$ cat config.mk
export PLATFORM = sky130hd
export DESIGN_NAME = vga_pattern_gen
export DESIGN_NICKNAME = d
export VERILOG_FILES = /design/src/rtl/vga_pattern_gen.sv
export SDC_FILE = /design/constraint.sdc
export NUM_CORES = 1
export LEC_CHECK = 0
export CORE_UTILIZATION = 35
export DETAILED_ROUTE_END_ITERATION = 16
export GPL_ROUTABILITY_DRIVEN = 0
export HOLD_SLACK_MARGIN = 0.05
export REMOVE_ABC_BUFFERS = 1
export SYNTH_ARGS = -nofsm -noshare
export SYNTH_HDL_FRONTEND = slang
export SYNTH_SLANG_ARGS = --single-unit
$ cat constraint.sdc
create_clock -name i_clk -period 1.6 [get_ports i_clk]
set_input_delay 0.32 -clock i_clk [delete_from_list [all_inputs] [get_ports i_clk]]
set_output_delay 0.32 -clock i_clk [all_outputs]
set_load 0.05 [all_outputs]
$ cat src/rtl/vga_pattern_gen.sv
// vga_pattern_gen
//   Test-pattern colour generator that sits behind a VGA sync generator.
//   The sync timing and pixel coordinates go through a two-stage pipeline.
//   Stage 1 registers the inputs and runs the colour-bar counters. Stage 2
//   registers the colour, which is computed from the stage-1 values, so every
//   o_ timing signal leaves exactly two clocks after its i_ counterpart and
//   lines up with the colour of the same pixel.
//   The active pattern and the frame counter change only on a frame boundary,
//   which is the rising edge of i_vblank. Visible pixels therefore never see
//   a pattern change partway through a frame.
//
// Ports
//   i_clk, i_rst_n        pixel clock / asynchronous active-low reset
//   i_hsync .. i_display_on  timing from the sync generator
//   i_hpos, i_vpos        current pixel coordinates (COORD_W bits)
//   i_pattern             requested pattern, latched at the frame boundary
//   o_hsync .. o_display_on  timing delayed by two clocks
//   o_red, o_grn, o_blu   3-bit colour channels, zero outside the display area
//   o_frame_cnt           count of completed frames, wraps 255 -> 0
module vga_pattern_gen #(
  parameter int H_VISIBLE   = 640,
  parameter int BAR_WIDTH   = 80,
  parameter int COORD_W     = 10,
  parameter int CHECK_SHIFT = 4
) (
  input  logic               i_clk,
  input  logic               i_rst_n,
  input  logic               i_hsync,
  input  logic               i_hblank,
  input  logic               i_vsync,
  input  logic               i_vblank,
  input  logic               i_display_on,
  input  logic [COORD_W-1:0] i_hpos,
  input  logic [COORD_W-1:0] i_vpos,
  input  logic [2:0]         i_pattern,
  output logic               o_hsync,
  output logic               o_hblank,
  output logic               o_vsync,
  output logic               o_vblank,
  output logic               o_display_on,
  output logic [2:0]         o_red,
  output logic [2:0]         o_grn,
  output logic [2:0]         o_blu,
  output logic [7:0]         o_frame_cnt
);

  typedef enum logic [2:0] {
    PAT_BLACK = 3'd0,
    PAT_WHITE = 3'd1,
    PAT_BARS  = 3'd2,
    PAT_CHECK = 3'd3,
    PAT_MBAR  = 3'd4,
    PAT_GRAD  = 3'd5
  } pattern_e;

  typedef struct packed {
    logic hsync;
    logic hblank;
    logic vsync;
    logic vblank;
    logic display_on;
  } timing_t;

  typedef struct packed {
    logic [2:0] r;
    logic [2:0] g;
    logic [2:0] b;
  } rgb_t;

  localparam logic [COORD_W-1:0] H_VIS_C  = COORD_W'(H_VISIBLE);
  localparam logic [COORD_W-1:0] BAR_LAST = COORD_W'(BAR_WIDTH - 1);
  // The moving bar compares hpos[COORD_W-1:4] with the frame counter. Both
  // sides are cut down to the narrower of the two widths.
  localparam int MB_W = (COORD_W - 4 < 8) ? COORD_W - 4 : 8;

  // Stage 1
  timing_t            s1_tim_q;
  logic [COORD_W-1:0] s1_hpos_q, s1_vpos_q;
  logic [COORD_W-1:0] pix_cnt_q, pix_cnt_d;
  logic [2:0]         bar_q, bar_d;
  // Control state
  logic               vblank_prev_q;
  pattern_e           pattern_q;
  logic [7:0]         frame_cnt_q;
  // Stage 2 (outputs)
  timing_t            s2_tim_q;
  rgb_t               rgb_q, rgb_d;

  logic frame_start;
  assign frame_start = i_vblank & ~vblank_prev_q;

  // Colour-bar index, kept without a divider. pix_cnt/bar refer to the pixel
  // that is entering stage 1. The sync generator steps hpos by one on every
  // clock, so counting clocks from hpos == 0 tracks the pixel position.
  always_comb begin
    // NOTE: every always_comb output gets a default first; otherwise a path
    // that leaves it unassigned would infer a latch.
    pix_cnt_d = pix_cnt_q;
    bar_d     = bar_q;
    if (i_hpos == '0) begin
      pix_cnt_d = '0;
      bar_d     = '0;
    end else if (i_hpos < H_VIS_C) begin
      if (pix_cnt_q == BAR_LAST) begin
        pix_cnt_d = '0;
        if (bar_q != 3'd7) bar_d = bar_q + 3'd1;  // saturate at the last bar
      end else begin
        pix_cnt_d = pix_cnt_q + COORD_W'(1);
      end
    end
  end

  // Colour for the pixel held in stage 1.
  always_comb begin
    rgb_d = '0;
    unique case (pattern_q)
      PAT_WHITE: rgb_d = '{r: 3'd7, g: 3'd7, b: 3'd7};
      // The bar order white, yellow, cyan, green, magenta, red, blue, black
      // reduces to one inverted index bit per channel.
      PAT_BARS:  rgb_d = '{r: {3{~bar_q[1]}}, g: {3{~bar_q[2]}}, b: {3{~bar_q[0]}}};
      PAT_CHECK: if (s1_hpos_q[CHECK_SHIFT] ^ s1_vpos_q[CHECK_SHIFT])
                   rgb_d = '{r: 3'd7, g: 3'd7, b: 3'd7};
      PAT_MBAR:  if (s1_hpos_q[4 +: MB_W] == frame_cnt_q[MB_W-1:0])
                   rgb_d = '{r: 3'd7, g: 3'd7, b: 3'd7};
                 else
                   rgb_d = '{r: 3'd0, g: 3'd0, b: 3'd7};
      PAT_GRAD:  rgb_d = '{r: s1_hpos_q[5:3], g: s1_vpos_q[5:3], b: frame_cnt_q[7:5]};
      default:   rgb_d = '0;
    endcase
    if (!s1_tim_q.display_on) rgb_d = '0;
  end

  always_ff @(posedge i_clk or negedge i_rst_n) begin
    if (!i_rst_n) begin
      s1_tim_q      <= '0;
      s1_hpos_q     <= '0;
      s1_vpos_q     <= '0;
      pix_cnt_q     <= '0;
      bar_q         <= '0;
      vblank_prev_q <= 1'b0;
      pattern_q     <= PAT_BLACK;
      frame_cnt_q   <= '0;
      s2_tim_q      <= '0;
      rgb_q         <= '0;
    end else begin
      // NOTE: sequential state uses non-blocking assignments. Every register
      // then samples its pre-edge value, which keeps the stages in lockstep.
      s1_tim_q      <= '{hsync: i_hsync, hblank: i_hblank, vsync: i_vsync,
                         vblank: i_vblank, display_on: i_display_on};
      s1_hpos_q     <= i_hpos;
      s1_vpos_q     <= i_vpos;
      pix_cnt_q     <= pix_cnt_d;
      bar_q         <= bar_d;
      vblank_prev_q <= i_vblank;
      if (frame_start) begin
        pattern_q   <= pattern_e'(i_pattern);
        frame_cnt_q <= frame_cnt_q + 8'd1;
      end
      s2_tim_q      <= s1_tim_q;
      rgb_q         <= rgb_d;
    end
  end

  // Each pattern reads only a few coordinate bits. This sink keeps the
  // remaining bits of the stage-1 coordinates from being reported as unused.
  logic unused_coord;
  assign unused_coord = ^{s1_hpos_q, s1_vpos_q};

  assign o_hsync      = s2_tim_q.hsync;
  assign o_hblank     = s2_tim_q.hblank;
  assign o_vsync      = s2_tim_q.vsync;
  assign o_vblank     = s2_tim_q.vblank;
  assign o_display_on = s2_tim_q.display_on;
  assign o_red        = rgb_q.r;
  assign o_grn        = rgb_q.g;
  assign o_blu        = rgb_q.b;
  assign o_frame_cnt  = frame_cnt_q;

endmodule

# ---- Word level (Yosys, flattened, before mapping)
# Index checks and enable logic that the tools add are counted.
dict set report op_classes {
  add_sub_neg 3
  n_lt_le_gt_ge 1
  n_eq_ne 8
  mux 11
  bitwise_logic 6
  reduce_logical 5
}
# cell n
set op_table {}
lappend op_table {{$pmux 9 s5} 1}
lappend op_table {{$mux 10} 3}
lappend op_table {{$mux 9} 3}
lappend op_table {{$mux 3} 4}
lappend op_table {{$add 10x1->10 const B} 1}
lappend op_table {{$eq 10x7->1 const B} 1}
lappend op_table {{$logic_not 10->1} 1}
lappend op_table {{$lt 10x10->1 const B} 1}
lappend op_table {{$add 8x1->8 const B} 1}
lappend op_table {{$eq 3x2->1 const B} 2}
lappend op_table {{$eq 3x3->1 const B} 2}
lappend op_table {{$eq 6x6->1} 1}
lappend op_table {{$reduce_bool 2->1} 3}
lappend op_table {{$not 1->1} 4}
lappend op_table {{$add 3x1->3 const B} 1}
lappend op_table {{$eq 3x1->1 const B} 1}
lappend op_table {{$ne 3x3->1 const B} 1}
lappend op_table {{$reduce_and 3->1} 1}
lappend op_table {{$and 1x1->1} 1}
lappend op_table {{$xor 1x1->1} 1}
dict set report word_totals {
  register_bits 59
  input_bits 30
  output_inout_bits 22
  elab_cells 53
}

# ---- Logic depth before layout (Yosys ltp)
# Gate-level depths: netlist of the first run.
dict set report logic_depth {
  ltp_word 5
  depth_mapped 6
  ltp_nobuf 5
}

# ---- Worst setup path before layout of the first run
# Ideal clock, no wire load.
dict set report synth_path {
  kind {register -> register}
  start {register frame_cnt_q[5], in the netlist o_frame_cnt[5]}
  end {register rgb_q, in the netlist o_grn[0]}
  arrival_time_ns 1.418
  t_required_ns 1.523
  path_slack_ns 0.104
  stages_incl_launch_ff 5
  path_buffers 0
  period_less_slack_ns 1.496
  path_cell_list {dfrtp_1 > xor2_1 > nor4_2 > a22oi_1 > o21ai_1}
}
# item line
set synth_rtl {}
lappend synth_rtl {{start, declared} 84} ;# logic [7:0] frame_cnt_q;
lappend synth_rtl {{start signal, assigned} 157} ;# frame_cnt_q <= frame_cnt_q + 8'd1;
lappend synth_rtl {{end signal, assigned} 160} ;# rgb_q <= rgb_d;
lappend synth_rtl {{end, declared} 87} ;# rgb_t rgb_q, rgb_d;

# ---- Worst setup path in the final report of the first run
dict set report layout_path {
  start {input port i_hpos[5]}
  end {register pix_cnt_q[4]}
}
dict set report layout_between {
  elab_chain_len 2
}
# item line
set layout_rtl {}
lappend layout_rtl {{start, declared} 33} ;# input logic [COORD_W-1:0] i_hpos,
lappend layout_rtl {{$lt 10x10->1 or $logic_not 10->1 (tied branches)} {103, 100}}
lappend layout_rtl {{$reduce_bool 2->1 (no line) or $mux 10 (tied branches)} -}
lappend layout_rtl {{end signal, assigned} 152} ;# pix_cnt_q <= pix_cnt_d;
lappend layout_rtl {{end, declared} 79} ;# logic [COORD_W-1:0] pix_cnt_q, pix_cnt_d;
# Several ways; a longest one is shown, not always the timed one.
# A chain may end at the register's enable or synchronous reset.

==> results of run 1 <==
[report_power, final]
group | total, mW | internal (mW) | switching [mW]
Sequential | 1.70 | 1.54 | 0.159
Clock | 0.864 | 0.455 | 0.410
Combinational | 1.63 | 0.761 | 0.872
[what timing repair did]
item / CTS / global route
hold buffers: 1 / 0
endpoints found under the setup margin: 0 / 13
buffers inserted: 0 / 1
hold endpoints to repair: 53 / 0
resized for setup: 0 / 10
[state kept, by name, indices dropped and copies added (netlist names)]
name and count:
o_blu 3, s1_vpos_q 3, vblank_prev_q 1, bar_q 3, o_hblank 1, pix_cnt_q 10, pattern_q 3, o_vsync 1
s1_tim_q 4, o_display_on 1, o_frame_cnt 8, o_vblank 1, s1_hpos_q 7, o_grn 3, o_red 3, o_hsync 1
[Yosys cell counts (all sizes together), types with 3 or more instances]
| cell | instances | area [sq um] |
|---|---|---|
| xor2 | 14 | 122.6 |
| xnor2 | 7 | 61.31 |
| nor2 | 12 | 45.04 |
| a21oi | 8 | 43.79 |
| and3 | 3 | 20.02 |
| and4 | 5 | 45.04 |
| nand3 | 13 | 65.06 |
| nand2 | 17 | 63.81 |
| ha | 4 | 50.05 |
| nand4 | 6 | 43.79 |
| dfrtp | 53 | 1326 |
| o21ai | 18 | 90.08 |
| buf | 3 | 13.76 |
| inv | 4 | 15.01 |
| nor3 | 3 | 15.01 |
[layout make-up]
| cell class | instances | area (sq um) | area share (%) |
|---|---|---|---|
| Sequential cell | 53 | 1326 | 42.33 |
| Multi-Input combinational cell | 128 | 853.3 | 27.24 |
| Timing Repair Buffer | 74 | 740.7 | 23.64 |
| Tap cell | 75 | 93.84 | 2.995 |
| Clock buffer | 5 | 68.82 | 2.196 |
| Clock inverter | 2 | 35.03 | 1.118 |
| Inverter | 4 | 15.01 | 0.4792 |
[through the flow]
stage | utilization (%) | hold WS, ns
finish | 52.61 | 0.2895
global route | 52.61 | 0.3043
CTS | 51.87 | 0.3595
detailed placement | 49.96 | 0.3365
global placement | 49.96 | 0.3317
floorplan | - | 0.02441
[cells by family after synthesis]
group	Yosys count	share of synthesized area, %
mux	2	1.031
simple gates	67	17.13
buf+inv	8	1.489
compound gates	34	8.882
fa+ha+maj	4	2.292
xor+xnor	21	8.424
flops	53	60.74
[critical path, cell delays in order]
cell and delay (ns):
clkdlybuf4s50_1 0.44, nor4_2 0.15, buf_4 0.15, nand4_1 0.25, a21oi_4 0.32, nor2_1 0.07
[worst max path at each step]
stage,from,to
2_1_floorplan,o_frame_cnt[5],o_grn[0]
6_report,i_hpos[5],pix_cnt_q[4]
4_1_cts,i_hpos[3],pix_cnt_q[9]
3_5_place_dp,i_hpos[3],pix_cnt_q[9]
3_3_place_gp,i_hpos[3],pix_cnt_q[9]
5_1_grt,i_hpos[5],pix_cnt_q[8]
[routing by layer]
| layer | share of wire, % | vias to the layer above |
|---|---|---|
| met5 | 0 | - |
| met4 | 1.4 | 0 |
| met3 | 4.1 | 6 |
| met2 | 51 | 30 |
| met1 | 43 | 748 |
| li1 | - | 817 |
==> results.ini, run 1 <==
[final_layout]
n_antenna_cell=0
mostFrequentLayoutCells=53 x dfrtp_1, 41 x buf_4, 18 x clkdlybuf4s50_1, 17 x nand2_1, 14 x xor2_1
area_growth_pct=43.50
final_common_cell=dfrtp_1
fin_area_sq_um=3133
drive_gt1_share_pct=27.07
instances_no_fill=341
finalNetCount=300
nFillCells=565

[place]
hpwlAfterDp_um=3315
placedCellCount=332
dp_slack_ns=-0.3303
place_area_sq_um=2975
port_buffers=44

[global_route]
overflow=0
track_usage_pct=15.58
grt_max_degree=54
grt_use_met1_pct=18.14
met3_usage_pct=3.933
grt_pass1_wl_um=7686
top_usage_layer=met2
antenna_found_initial=0
grt_pass1_vias=1623
met2_usage_pct=27.65

[clocking]
clock_sinks=53
cts_inserted_buffers=5
root_buffer=clkbuf_8
cts.path.max_buffers=2
cts_tree=built
clkTransAtPathRegs_ns=0.08
clk_latency_ns=0.30
cts_max_level=2

[route]
viasPerCell=4.695
routedWlPerCell_um=12.70
first_iter_violations=39
first_pass_iters=4
route.detailed.drc=0
vias=1601
antenna_left=0
wl_um=4331

[timing]
setup_viol=0
fin_ws_ns=0.09011
period_share_pct=94.37
tightest_slew_ns=0.3375
skew_ns=0.007714
setup_tns_ns=0
min_period_ns=1.510
hold_viol=0
fmax_ghz=0.6623
slew_headroom_pct=77.32
finalMaxSlewViolations=0

[critical_path]
reg2reg_from=pix_cnt_q[7]
required_ns=1.79
ff2ff_setup_slack_ns=0.14
r2r-end=bar_q[0]
crit_path_max_fanout=6
cp-start-kind=primary input
arrival_ns=1.70
crit_type=in2reg
crit_path_end_kind=flop
reg2reg_depth=4

[die]
io_pins=52
core_sq_um=5956
start_util_pct=36.66
die_w_um=80.98
row_count=28
fp.dieArea_sq_um=6558
die_y_um=80.98

[status]
status=completed

[min_path]
min_to=s1_hpos_q[3]
hold_path.class=in2reg
hold_path.startpoint=i_hpos[3]
hold_depth=2

[logic_synthesis]
synth-edff-count=0
synth.distinct_cells=35
ys_seq_elements=53
netlist_instances=189
synth_warnings=0
seq_area_frac_synth_pct=60.74
async_reset_ff_share_pct=100.0
synthesis.area_sq_um=2183
avgSynthCellArea_sq_um=11.55
ys_dominant_reg_cell=dfrtp_1

[power_and_ir_drop]
vdd_drop_max_v=0.0008783
power.leakage_nw=1.454
power_density_nw_per_um2=1341
finalPower_mw=4.201

[job]
maxCapViolCount=0

Power figures use the tool's default switching activity.
==> inputs of run 2 (changes only) <==
CORE_UTILIZATION = 49   (was 35)
PLACE_DENSITY = 0.79   (was unset)
==> results.ini, run 2 (synthesis gave the netlist of run 1 again) <==
[route]
vias=1622  ; +1.3%
route.detailed.drc=0  ; unchanged
viasPerCell=5.266  ; +12%
dr_wl_met2_um=2199  ; -0.41%
antenna_left=0  ; unchanged
wl_met1_um=1870  ; -0.69%
first_pass_iters=7  ; +3
first_iter_violations=61  ; +56%
routedWlPerCell_um=14.04  ; +11%
wl_met3_um=184  ; +4.0%
wl_um=4323  ; -0.18%
topRoutingLayerUsed=met4

[timing]
period_share_pct=94.46  ; about the same
slew_headroom_pct=75.90  ; -1.4 points
skew_ns=0.01265  ; +0.004934 ns
fin_ws_ns=0.08868  ; -0.001428 ns
hold_viol=0  ; unchanged
fmax_ghz=0.6617  ; about the same
tightest_slew_ns=0.3616  ; +0.02401 ns
setup_viol=0  ; unchanged
finalMaxSlewViolations=0  ; unchanged
rsz0062_at_grt=yes
min_period_ns=1.511  ; +0.001428 ns

[critical_path]
reg2reg_depth=5  ; +1
required_ns=1.85  ; +0.06 ns
crit_start=pix_cnt_q[1]
crit_path_max_fanout=5  ; -1
crit_path_end=bar_q[0]
arrival_ns=1.76  ; +0.06 ns
r2r-end=bar_q[0]
crit_path_end_kind=flop
cp-start-kind=flop
reg2reg_from=pix_cnt_q[1]
crit_type=reg2reg
ff2ff_setup_slack_ns=0.09  ; -0.05 ns

[clocking]
root_buffer=clkbuf_8
clk_latency_ns=0.31  ; about the same
cts_inserted_buffers=5  ; unchanged
clock_sinks=53  ; unchanged
cts.path.max_buffers=2  ; unchanged
cts_max_level=2  ; unchanged
clkTransAtPathRegs_ns=0.10  ; +0.02 ns
cts_tree=built

[final_layout]
largest_reg_flops=10  ; unchanged
nFillCells=299  ; -47%
n_antenna_cell=0  ; unchanged
fin_area_sq_um=3043  ; -2.9%
multi_input_area_sq_um=843.3  ; -1.2%
area_growth_pct=39.37
drive_gt1_share_pct=23.64  ; -3.4 points
mostFrequentLayoutCells=53 x dfrtp_1, 33 x buf_4, 19 x clkdlybuf4s50_1, 17 x nand2_1, 14 x xor2_1
regArea_sq_um=1326  ; unchanged
finalNetCount=291  ; -3.0%
final_common_cell=dfrtp_1
post-route-util_pct=73.43  ; +21 points
regMostFlops=pix_cnt_q

[power_and_ir_drop]
finalPower_mw=4.344  ; +3.4%
p_int_mw=2.857  ; +3.5%
p_seq_share_pct=41.1  ; +0.5 points
p_clk_share_pct=24.9  ; +4.3 points
power.leakage_nw=1.410  ; -3.0%
power_frac_comb_pct=34.0  ; -4.9 points
power_density_nw_per_um2=1428  ; +6.5%
vdd_drop_max_v=0.0008883  ; +1.1%
switching_power_mw=1.487  ; +3.2%
p_sw_share_pct=34.23  ; -0.062 points

[die]
io_pins=52  ; unchanged
row_count=23  ; -18%
core_sq_um=4144  ; -30%
die_w_um=68.75  ; -15%
die_y_um=68.75  ; -15%
fp.dieArea_sq_um=4727  ; -28%
start_util_pct=52.69  ; +16 points

[global_route]
track_usage_pct=21.04  ; +5.5 points
grt_pass1_wl_um=7134  ; -7.2%
grt_max_degree=54  ; unchanged
grt_pass1_vias=1654  ; +1.9%
overflow=0  ; unchanged
antenna_found_initial=0  ; unchanged

[status]
status=completed

[place]
hpwlAfterDp_um=3168  ; -4.4%
port_buffers=44  ; unchanged
dp_slack_ns=-0.3628  ; -0.03251 ns
place_area_sq_um=2864  ; -3.7%

[job]
maxCapViolCount=0  ; unchanged

[min_path]
hold_path.class=in2reg

==> run 2: what timing repair did <==
action | CTS | global route
gates cloned | 0 | 0
gates resized for setup | 1 | 5
hold buffers | 1 | 0
endpoints found under the setup margin | 6 | 9
endpoints found under the hold margin | 53 | 0
pin swaps | 0 | 10
buffers inserted | 0 | 1
==> run 2: worst min-delay path by stage <==
stage | slack, ns | cells past startpoint | end | startpoint
3_5_place_dp | 0.33 | 2 | o_frame_cnt[7] | i_rst_n
6_report | 0.16 | 1 | s1_hpos_q[5] | i_hpos[5]
2_1_floorplan | 0.02 | 0 | bar_q[0] | i_rst_n
4_1_cts | 0.37 | 0 | o_hblank | s1_tim_q[3]
5_1_grt | 0.16 | 1 | s1_hpos_q[5] | i_hpos[5]
3_3_place_gp | 0.33 | 2 | o_frame_cnt[7] | i_rst_n
==> run 2: metal layers <==
layer	global-route usage, %	up-vias
li1	-	794
met1	24.42	778
met2	37.38	41
met3	4.934	9
met4	8.163	0
met5	0	-
==> run 2: through the flow <==
stage,hold slack [ns],std cells,TNS (ns)
after detailed placement,0.3311,298,-3.418
after global placement,0.3282,298,-3.268
after CTS,0.3674,307,0
after floorplan,0.02441,185,0
final,0.1581,308,0
after global routing,0.1598,308,-0.01460
==> run 2: power by group through the flow <==
stage          clock network, mW  logic, mW  registers (mW)
4_1_cts                     1.10       1.47            1.78
3_5_place_dp                   0       1.46            1.81
5_1_grt                     1.14       1.58            1.82
6_report                    1.08       1.48            1.78
2_1_floorplan                  0      0.369            2.17
3_3_place_gp                   0       1.43            1.80
==> run 2: final cells by class <==
type                       instances  share of cell area (%)
multi-input combinational        128                   27.71
clock buffer                       5                   2.262
sequential                        53                   43.59
clock inverter                     3                   2.262
timing repair buffer              65                   21.63
inverter                           4                  0.4934
tap                               50                   2.056
==> run 2: worst max-delay path: stages (launching register included) <==
cell and delay (ns):
dfrtp_1 0.40, ha_1 0.20, and3_4 0.22, nand4_2 0.13, or3_1 0.34, a21oi_1 0.15
==> inputs of run 3 (changes only) <==
CORE_MARGIN = 2   (was unset)
==> results.ini, run 3 (synthesis gave the netlist of run 1 again) <==
[route]
first_pass_iters=4  ; -3
wl_um=4416  ; +2.2%
route.detailed.drc=0  ; unchanged
first_iter_violations=84  ; +38%
vias=1684  ; +3.8%
viasPerCell=5.312  ; +0.87%
routedWlPerCell_um=13.93  ; -0.75%
antenna_left=0  ; unchanged

[critical_path]
reg2reg_from=pix_cnt_q[4]
ff2ff_setup_slack_ns=0.08  ; about the same
crit_path_max_fanout=4  ; -1
crit_path_end_kind=flop
reg2reg_depth=5  ; unchanged
required_ns=1.80  ; -0.05 ns
arrival_ns=1.72  ; -0.04 ns
cp-start-kind=primary input
crit_type=in2reg
r2r-end=pix_cnt_q[0]

[timing]
period_share_pct=95.11  ; +0.65 points
hold_viol=0  ; unchanged
skew_ns=0.009899  ; -0.002749 ns
tightest_slew_ns=0.4100  ; +0.04848 ns
setup_viol=0  ; unchanged
finalMaxSlewViolations=0  ; unchanged
setup_tns_ns=0  ; unchanged
min_period_ns=1.522  ; +0.01045 ns
fmax_ghz=0.6571  ; -0.69%
whs_ns=0.1629  ; +0.004771 ns
slew_headroom_pct=72.66  ; -3.2 points
fin_ws_ns=0.07823  ; -0.01045 ns

[final_layout]
finalNetCount=298  ; +2.4%
post-route-util_pct=71.44  ; -2.0 points
mostFrequentLayoutCells=52 x dfrtp_1, 39 x buf_4, 19 x clkdlybuf4s50_1, 17 x nand2_1, 14 x xor2_1
instances_no_fill=317  ; +2.9%
n_antenna_cell=0  ; unchanged
drive_gt1_share_pct=26.04  ; +2.4 points
regMostFlops=pix_cnt_q
largest_reg_flops=10  ; unchanged
final_common_cell=dfrtp_1
fin_area_sq_um=3089  ; +1.5%
area_growth_pct=41.49

[power_and_ir_drop]
p_sw_share_pct=35.27  ; +1.0 points
p_seq_share_pct=42.6  ; +1.5 points
switching_power_mw=1.477  ; -0.69%
p_clk_share_pct=21.8  ; -3.1 points
vdd_drop_max_v=0.0008876  ; about the same
power_density_nw_per_um2=1355  ; -5.1%
power.leakage_nw=1.441  ; +2.2%
finalPower_mw=4.187  ; -3.6%
p_int_mw=2.710  ; -5.2%
power_frac_comb_pct=35.6  ; +1.6 points

[job]
maxCapViolCount=0  ; unchanged

[place]
dp_slack_ns=-0.3339  ; +0.02895 ns
place_area_sq_um=2924  ; +2.1%
placedCellCount=306  ; +2.7%
hpwlAfterDp_um=3326  ; +5.0%
port_buffers=44  ; unchanged

[min_path]
hold_path.startpoint=i_hpos[3]
hold_depth=1  ; unchanged
min_to=s1_hpos_q[3]
hold_path.class=in2reg

[die]
start_util_pct=50.49  ; -2.2 points
die_w_um=70.75  ; +2.9%
die_y_um=70.75  ; +2.9%
row_count=24  ; +4.3%
io_pins=52  ; unchanged
core_sq_um=4324  ; +4.3%
fp.dieArea_sq_um=5006  ; +5.9%

[global_route]
grt_pass1_vias=1667  ; +0.79%
grt_use_met1_pct=24.47  ; +0.056 points
met2_usage_pct=31.67  ; -5.7 points
antenna_found_initial=0  ; unchanged
grt_max_degree=23  ; -57%
grt_pass1_wl_um=7417  ; +4.0%
top_usage_layer=met2
track_usage_pct=18.89  ; -2.2 points
overflow=0  ; unchanged
met3_usage_pct=4.843  ; -0.091 points

[clocking]
cts_tree=built
cts_max_level=2  ; unchanged
root_buffer=clkbuf_8
cts_inserted_buffers=5  ; unchanged
clkTransAtPathRegs_ns=0.10  ; about the same
clk_latency_ns=0.31  ; about the same
clock_sinks=53  ; unchanged
cts.path.max_buffers=2  ; unchanged

[status]
status=completed

-- run 3: cell count changes in the layout (fill, tap and decap cells not counted), sizes merged --
cell,change
buf,+7
bufinv,-1
clkbuf,+1
clkinv,+1
inv,-1
-- run 3: worst max-delay path by stage --
stage,from,to,slack [ns],cells after the start
2_1_floorplan,o_frame_cnt[5],o_grn[0],0.10,4
3_3_place_gp,i_hpos[3],pix_cnt_q[7],-0.27,6
3_5_place_dp,i_hpos[3],pix_cnt_q[6],-0.33,6
4_1_cts,i_hpos[3],pix_cnt_q[3],0.006,7
5_1_grt,pix_cnt_q[1],bar_q[0],-0.002,5
6_report,i_hpos[2],pix_cnt_q[0],0.08,7
-- run 3: per-layer routing --
metal | wire length [um] | share of wire, %
met5 | 0 | 0
met4 | 51 | 1.2
met3 | 254 | 5.8
met2 | 2182 | 49
met1 | 1927 | 44
-- run 3: power groups by stage --
stage | Sequential [mW] | Combinational (mW) | Clock, mW
floorplan | 2.17 | 0.369 | 0
global placement | 1.80 | 1.42 | 0
detailed placement | 1.82 | 1.44 | 0
CTS | 1.79 | 1.45 | 0.931
global route | 1.81 | 1.59 | 0.986
finish | 1.78 | 1.49 | 0.913
-- run 3: worst max-delay path, cell delays in order --
cell and delay, ns:
clkdlybuf4s50_1 0.41, nor4_2 0.22, buf_4 0.16, nand4_1 0.23, buf_4 0.23, nand3_1 0.07
o21ai_0 0.08
-- run 3: what timing repair did --
action	CTS	global route
endpoints found under the hold margin	15	0
gates cloned	0	0
pin swaps	0	2
gates resized for setup	1	8
setup endpoints to repair	2	11
buffers inserted	0	2
hold buffers	1	0
-- run 3: area by class of cell --
cell class	instances	area (sq um)
clock buffers	6	72.57
clock inverters	2	38.79
fillers	314	1235
inverters	4	15.01
multi-input cells	128	847.1
flip-flops and latches	53	1328
well taps	52	65.06
repair buffers	72	723.2
